===== src/rtl/buffer_in_selector_if.sv =====
// Handshake bundle between the sample sources, the selector and the buffer write port.
// The slave view belongs to the selector; the master view drives sources and the buffer side.
interface buffer_in_selector_if #(
  parameter int unsigned DATA_WIDTH = 11,
  parameter int unsigned NUM_SRC    = 2,
  parameter int unsigned SEL_WIDTH  = 1
);
  logic [NUM_SRC*DATA_WIDTH-1:0] data_in;
  logic [NUM_SRC-1:0]            valid_in;
  logic [NUM_SRC-1:0]            ready_in;
  logic [DATA_WIDTH-1:0]         data_out;
  logic                          valid_out;
  logic                          ready_out;
  logic [SEL_WIDTH-1:0]          src_out;

  modport slave (
    input  data_in, valid_in, ready_out,
    output ready_in, data_out, valid_out, src_out
  );

  modport master (
    output data_in, valid_in, ready_out,
    input  ready_in, data_out, valid_out, src_out
  );
endinterface


===== src/rtl/buffer_in_selector.sv =====
// Selects one of NUM_SRC signed sample sources into a 2-entry output queue, with manual
// selection or automatic burst rotation across sources.
module buffer_in_selector #(
  parameter int unsigned DATA_WIDTH = 11,
  parameter int unsigned NUM_SRC    = 2,
  parameter int unsigned SEL_WIDTH  = 1,
  parameter int unsigned BURST_LEN  = 8,
  parameter int unsigned CNT_WIDTH  = 4
) (
  input  logic                 clk,
  input  logic                 rst,
  buffer_in_selector_if.slave  bus,
  input  logic                 mode,
  input  logic [SEL_WIDTH-1:0] select,
  output logic                 burst_done
);

  localparam logic [CNT_WIDTH-1:0] CntLast = CNT_WIDTH'(BURST_LEN - 1);
  localparam logic [SEL_WIDTH-1:0] SrcLast = SEL_WIDTH'(NUM_SRC - 1);

  logic [DATA_WIDTH-1:0] head_data_q, head_data_d, tail_data_q, tail_data_d;
  logic [SEL_WIDTH-1:0]  head_src_q, head_src_d, tail_src_q, tail_src_d;
  logic [1:0]            occ_q, occ_d;
  logic [CNT_WIDTH-1:0]  cnt_q, cnt_d;
  logic [SEL_WIDTH-1:0]  cur_q, cur_d;
  logic                  mode_q;
  logic                  bd_q, bd_d;

  logic                  auto_active, mode_enter;
  logic [SEL_WIDTH-1:0]  cur;
  logic                  cur_ok, sel_ok, can_push, push, pop;
  logic [NUM_SRC-1:0]    ready_in;
  logic [DATA_WIDTH-1:0] push_data;

  // The MODE 0->1 cycle still serves the manual source; auto takes over after the reload.
  assign auto_active = mode & mode_q;
  assign mode_enter  = mode & ~mode_q;
  assign cur         = auto_active ? cur_q : select;
  assign cur_ok      = 32'(cur) < NUM_SRC;
  assign sel_ok      = 32'(select) < NUM_SRC;
  // Full queue refuses a push even when popping, so ready_out never reaches ready_in.
  assign can_push    = (occ_q != 2'd2) && cur_ok && !rst;
  assign pop         = (occ_q != 2'd0) && bus.ready_out;

  always_comb begin
    ready_in  = '0;
    push_data = '0;
    push      = 1'b0;
    for (int i = 0; i < NUM_SRC; i++) begin
      if (cur == SEL_WIDTH'(i)) begin
        ready_in[i] = can_push;
        push_data   = bus.data_in[i*DATA_WIDTH +: DATA_WIDTH];
        push        = can_push & bus.valid_in[i];
      end
    end
  end

  always_comb begin
    head_data_d = head_data_q;
    head_src_d  = head_src_q;
    tail_data_d = tail_data_q;
    tail_src_d  = tail_src_q;
    occ_d       = occ_q;
    case ({push, pop})
      2'b10: begin
        if (occ_q == 2'd0) begin
          head_data_d = push_data;
          head_src_d  = cur;
        end else begin
          tail_data_d = push_data;
          tail_src_d  = cur;
        end
        occ_d = occ_q + 2'd1;
      end
      2'b01: begin
        head_data_d = tail_data_q;
        head_src_d  = tail_src_q;
        occ_d       = occ_q - 2'd1;
      end
      // Push and pop together only happens at occupancy 1: new word replaces the head.
      2'b11: begin
        head_data_d = push_data;
        head_src_d  = cur;
      end
      default: ;
    endcase
  end

  always_comb begin
    cnt_d = cnt_q;
    cur_d = cur_q;
    bd_d  = 1'b0;
    if (mode_enter) begin
      cnt_d = '0;
      cur_d = sel_ok ? select : '0;
    end else if (auto_active && push) begin
      if (cnt_q == CntLast) begin
        cnt_d = '0;
        cur_d = (cur_q == SrcLast) ? '0 : cur_q + SEL_WIDTH'(1);
        bd_d  = 1'b1;
      end else begin
        cnt_d = cnt_q + CNT_WIDTH'(1);
      end
    end
  end

  always_ff @(posedge clk or posedge rst) begin
    if (rst) begin
      head_data_q <= '0;
      head_src_q  <= '0;
      tail_data_q <= '0;
      tail_src_q  <= '0;
      occ_q       <= '0;
      cnt_q       <= '0;
      cur_q       <= '0;
      mode_q      <= 1'b0;
      bd_q        <= 1'b0;
    end else begin
      head_data_q <= head_data_d;
      head_src_q  <= head_src_d;
      tail_data_q <= tail_data_d;
      tail_src_q  <= tail_src_d;
      occ_q       <= occ_d;
      cnt_q       <= cnt_d;
      cur_q       <= cur_d;
      mode_q      <= mode;
      bd_q        <= bd_d;
    end
  end

  assign bus.ready_in  = ready_in;
  assign bus.data_out  = head_data_q;
  assign bus.src_out   = head_src_q;
  assign bus.valid_out = (occ_q != 2'd0);
  assign burst_done    = bd_q;

endmodule


===== src/flat_wrapper.sv =====
// flat-port wrapper written by rule: the top's interface ports become plain ports
module buffer_in_selector_flat 
#(
  parameter int unsigned DATA_WIDTH = 11,
  parameter int unsigned NUM_SRC    = 2,
  parameter int unsigned SEL_WIDTH  = 1,
  parameter int unsigned BURST_LEN  = 8,
  parameter int unsigned CNT_WIDTH  = 4
)
  (clk, rst, mode, select, burst_done, bus_data_in, bus_valid_in, bus_ready_out, bus_ready_in, bus_data_out, bus_valid_out, bus_src_out);
  buffer_in_selector_if #(.DATA_WIDTH(DATA_WIDTH), .NUM_SRC(NUM_SRC), .SEL_WIDTH(SEL_WIDTH)) bus_i ();
  input  logic clk;
  input  logic rst;
  input  logic mode;
  input  logic [SEL_WIDTH-1:0] select;
  output logic burst_done;
  input wire logic [$bits(bus_i.data_in)-1:0] bus_data_in;
  input wire logic [$bits(bus_i.valid_in)-1:0] bus_valid_in;
  input wire logic [$bits(bus_i.ready_out)-1:0] bus_ready_out;
  output wire logic [$bits(bus_i.ready_in)-1:0] bus_ready_in;
  output wire logic [$bits(bus_i.data_out)-1:0] bus_data_out;
  output wire logic [$bits(bus_i.valid_out)-1:0] bus_valid_out;
  output wire logic [$bits(bus_i.src_out)-1:0] bus_src_out;
  assign bus_i.data_in = bus_data_in;
  assign bus_i.valid_in = bus_valid_in;
  assign bus_i.ready_out = bus_ready_out;
  assign bus_ready_in = bus_i.ready_in;
  assign bus_data_out = bus_i.data_out;
  assign bus_valid_out = bus_i.valid_out;
  assign bus_src_out = bus_i.src_out;
  buffer_in_selector #(.DATA_WIDTH(DATA_WIDTH), .NUM_SRC(NUM_SRC), .SEL_WIDTH(SEL_WIDTH), .BURST_LEN(BURST_LEN), .CNT_WIDTH(CNT_WIDTH)) u_core (.clk(clk), .rst(rst), .bus(bus_i), .mode(mode), .select(select), .burst_done(burst_done));
endmodule

===== config.mk =====
export PLATFORM = sky130hd
export DESIGN_NAME = buffer_in_selector_flat
export DESIGN_NICKNAME = d
export VERILOG_FILES = /design/src/rtl/buffer_in_selector_if.sv /design/src/rtl/buffer_in_selector.sv /design/src/flat_wrapper.sv
export SDC_FILE = /design/constraint.sdc
export NUM_CORES = 1
export LEC_CHECK = 0
export CORE_MARGIN = 5
export CORE_UTILIZATION = 45
export CTS_CLUSTER_DIAMETER = 50
export DETAILED_ROUTE_END_ITERATION = 8
export GPL_TIMING_DRIVEN = 0
export PLACE_DENSITY_LB_ADDON = 0.1
export SLEW_MARGIN = 20
export SYNTH_ARGS = -nofsm -noshare
export SYNTH_HDL_FRONTEND = slang
export SYNTH_SLANG_ARGS = --single-unit
export TNS_END_PERCENT = 50

===== constraint.sdc =====
create_clock -name clk -period 7.9 [get_ports clk]
set_input_delay 1.185 -clock clk [delete_from_list [all_inputs] [get_ports clk]]
set_output_delay 1.185 -clock clk [all_outputs]
set_load 0.05 [all_outputs]

==> impl_results.md <==
- Largest net degree at the start of global routing: 35
- VDD IR-drop max: 0.000188 V
- Postcts setup bufs: 0
- DR vias: 1672
- Hold WS: approximately 0.48 ns
- Worst path cell trace: clkdlybuf4s50_1 -> and3_1 -> clkbuf_1 -> or2_0 -> buf_2 -> clkbuf_1 -> nor2_1 -> clkdlybuf4s50_1
- Worst-path fanout max: 10
- Leak pwr: 1.07 nW
- Hold_buf cts: 0
- Worst Setup Start Kind: primary input
- Slowest stage delay, CP: 0.72 ns
- Critical Path AT: roughly 3.7 ns
- DRC viols: 0
- Max_slew headroom: 0.512
- Fmax: 0.205 GHz
- I/O Pins: 45
- Area contributors post-synth: dfrtp_1 (44%), mux2i_1 (13%), nor4b_1 (5.6%), a221oi_1 (5.2%), o21ai_0 (4.3%)
- Syn Nets: 220
- CP required: 6.71 ns
- NumNets Final: 271
- Core area: 0.00400 sq mm
- Fin. max-slew vios: 0
- GR met3 Demand/Resource: 0.0432
- Gr busiest metal: met2
- H-tree Lvls: 2
- Buffers & Inverters on Critical Path: 5
- Layout cell share with drive strength beyond 1: 0.0795
- Synth cell count leaders: dfrtp_1 (33), mux2i_1 (24), nand2_1 (17), o21ai_0 (16), inv_1 (15)
- Synth warnings: 0
- Minimum clock period: just under 5 ns
- Worst setup EP type: primary output
- Worst slew pin tran: 0.732 ns
- Skew final: 0.00493 ns
- First-pass DRT Iterations: 4
- Post-synth EDFFs: 0
- Initial Utilization: 0.467
- First-pass GRT wire length: between 8000 and 9000 microns
- I/O Buffers: 44
- CTS tree: yes
- Avg WL per Cell: 17.2 microns
- # fillers: about 340
- CP top delay family: buffers and inverters
- Final HPWL DP: 3520 microns
- DR vias/cell: 5.79
- Final Setup Violations: 0
- RSZ-0062 raised after global routing: no
- Die width: between 70 and 80 microns
- CTS Buf Count: 5
- Post-route clock period utilization: 0.619
- Die H: around 74 microns
- Met1 Usage GRT: 0.234
- Status: finished, final reports clean
- Vias in the first global route: 1771
- Tightest Hold Check Type: flop to flop
- CTS max path bufs: 2
- Placed cells: 282
- Area grow syn2layout: 31.6%
- Primary FF master, synth: dfrtp_1
- Diodes inserted: 0
- Die area: 0.00554 sq mm
- Register area share after synthesis: 0.442
- Gate count of the mapped netlist: between 150 and 200
- Iteration-0 DRC count of the detailed router: 76
- Fin Setup TNS: 0 ns
- Met2 Use GR: 0.326
- Max_cap viols: 0
- Total clock sinks: 33
- Leading area contributor after synthesis: dfrtp_1
- Critical path's slowest cell: clkdlybuf4s50_1
- Crit Path Category: primary input to primary output
- Total Power: a little over 0.8 mW
- Syn_area_per_cell: 9.93 sq um
- Cell variety after synth: 34
- Skew-Pair Late Insertion Delay: 0.28 ns
- Antenna viol nets, final: 0
- Post-Synthesis Cell Area: between 0.0015 and 0.002 sq mm
- Final WL: 4980 microns
- Pwr dens: 334 mW/mm^2
- Initial antenna violation count: 0
- CTS Root Cell: clkbuf_8
- Post-CTS resize count: 0
- Clock transition at the registers of the reported paths: 0.07 ns
- Asr flop ratio synth: 1.00
- Count leader, synth: dfrtp_1
- Post-synthesis register bit count: 33
- Share of the synthesized area in the top cell type: 0.442
- Final hold violation count: 0
- Total Routing Usage GR: 0.193
- Non-filler cells in the finished layout: 289
- Final worst slack: 3.01 ns
- RD Place Congestion: 0.802
- Setup WS pre-CTS: 3.05 ns
- Row cnt: 23
- GR Overflow Total: 0
==> kinds of logic (layout without fill, tap and decap cells) <==
logic type	count (synthesis)	count (layout)	share of synthesized area
AO/OA/AOI/OAI	35	35	0.128
XOR/XNOR	3	3	0.0141
adder cells (fa/ha/maj)	3	3	0.0201
buffers and inverters	28	79	0.0630
flip-flops	33	33	0.442
multiplexers	26	26	0.141
AND/OR/NAND/NOR	60	60	0.192
==> metal layers <==
layer  vias up  share of wire
met2        53           0.51
met4         0          0.023
met3        12          0.053
li1        770              -
met5         -              0
met1       837           0.42
==> worst register-to-register path, stage by stage (launching register included) <==
cell      delay [ns]
dfrtp_1         0.42
and3_1          0.19
clkbuf_1        0.14
or2_0           0.22
buf_2           0.17
mux2i_1         0.20
or2_2           0.14
ha_1            0.34
clkbuf_1        0.43
clkbuf_1        0.47
a221oi_1        0.21
mux2i_1         0.18
==> per-stage QoR <==
step | utilization | area (sq um)
after floorplan | - | 1870
after global placement | 0.592 | 2370
after detailed placement | 0.592 | 2370
after CTS | 0.614 | 2460
after global routing | 0.614 | 2460
final | 0.614 | 2460
==> layout make-up <==
class,count,area (sq um),share of cell area
Timing Repair Buffer,44,440,0.179
Multi-Input combinational cell,127,923,0.376
Sequential cell,33,826,0.336
Buffer,12,57.6,0.0234
Tap cell,50,62.6,0.0255
Clock buffer,7,86.3,0.0352
Inverter,16,60.1,0.0245
==> registers in the layout, summed over array words and instances (netlist names) <==
signal and cells:
u_core.bus.data_out 11, u_core.tail_src_q 1, u_core.mode_q 1, u_core.occ_q 2, u_core.burst_done 1, u_core.cnt_q 4
u_core.tail_data_q 11, u_core.cur_q 1, u_core.bus.src_out 1
==> where the power goes <==
| group | switching (mW) | internal, mW | total, mW |
|---|---|---|---|
| clock | 0.0592 | 0.0691 | 0.128 |
| combinational | 0.256 | 0.158 | 0.414 |
| sequential | 0.0420 | 0.235 | 0.277 |
| total | 0.357 | 0.462 | 0.820 |
==> final timing paths <==
check	from	to	slack [ns]	depth (start not counted)
min reg2reg	u_core.tail_src_q	u_core.tail_src_q	0.48	2
max reg2reg	u_core.cur_q	u_core.bus.data_out[8]	4.70	11
min	u_core.tail_src_q	u_core.tail_src_q	0.48	2
max	mode	bus_ready_in[0]	3.01	8
max in group asynchronous	rst	u_core.cnt_q[2]	5.98	2
min in group asynchronous	rst	u_core.bus.data_out[10]	1.44	2
==> layout by cell type (no fill, tap or decap), types with 2 or more instances in the layout <==
| cell type | n |
|---|---|
| a21oi_1 | 3 |
| a221oi_1 | 11 |
| clkbuf_1 | 10 |
| clkbuf_8 | 6 |
| clkdlybuf4s50_1 | 44 |
| dfrtp_1 | 33 |
| ha_1 | 3 |
| inv_1 | 14 |
| inv_2 | 2 |
| mux2_2 | 2 |
| mux2i_1 | 24 |
| nand2_1 | 17 |
| nand3b_1 | 2 |
| nor2_1 | 6 |
| nor2b_1 | 12 |
| nor4b_1 | 12 |
| o21ai_0 | 16 |
| or2_2 | 2 |
| or4_1 | 2 |
| xnor2_1 | 2 |
Power figures use the tool's default switching activity.
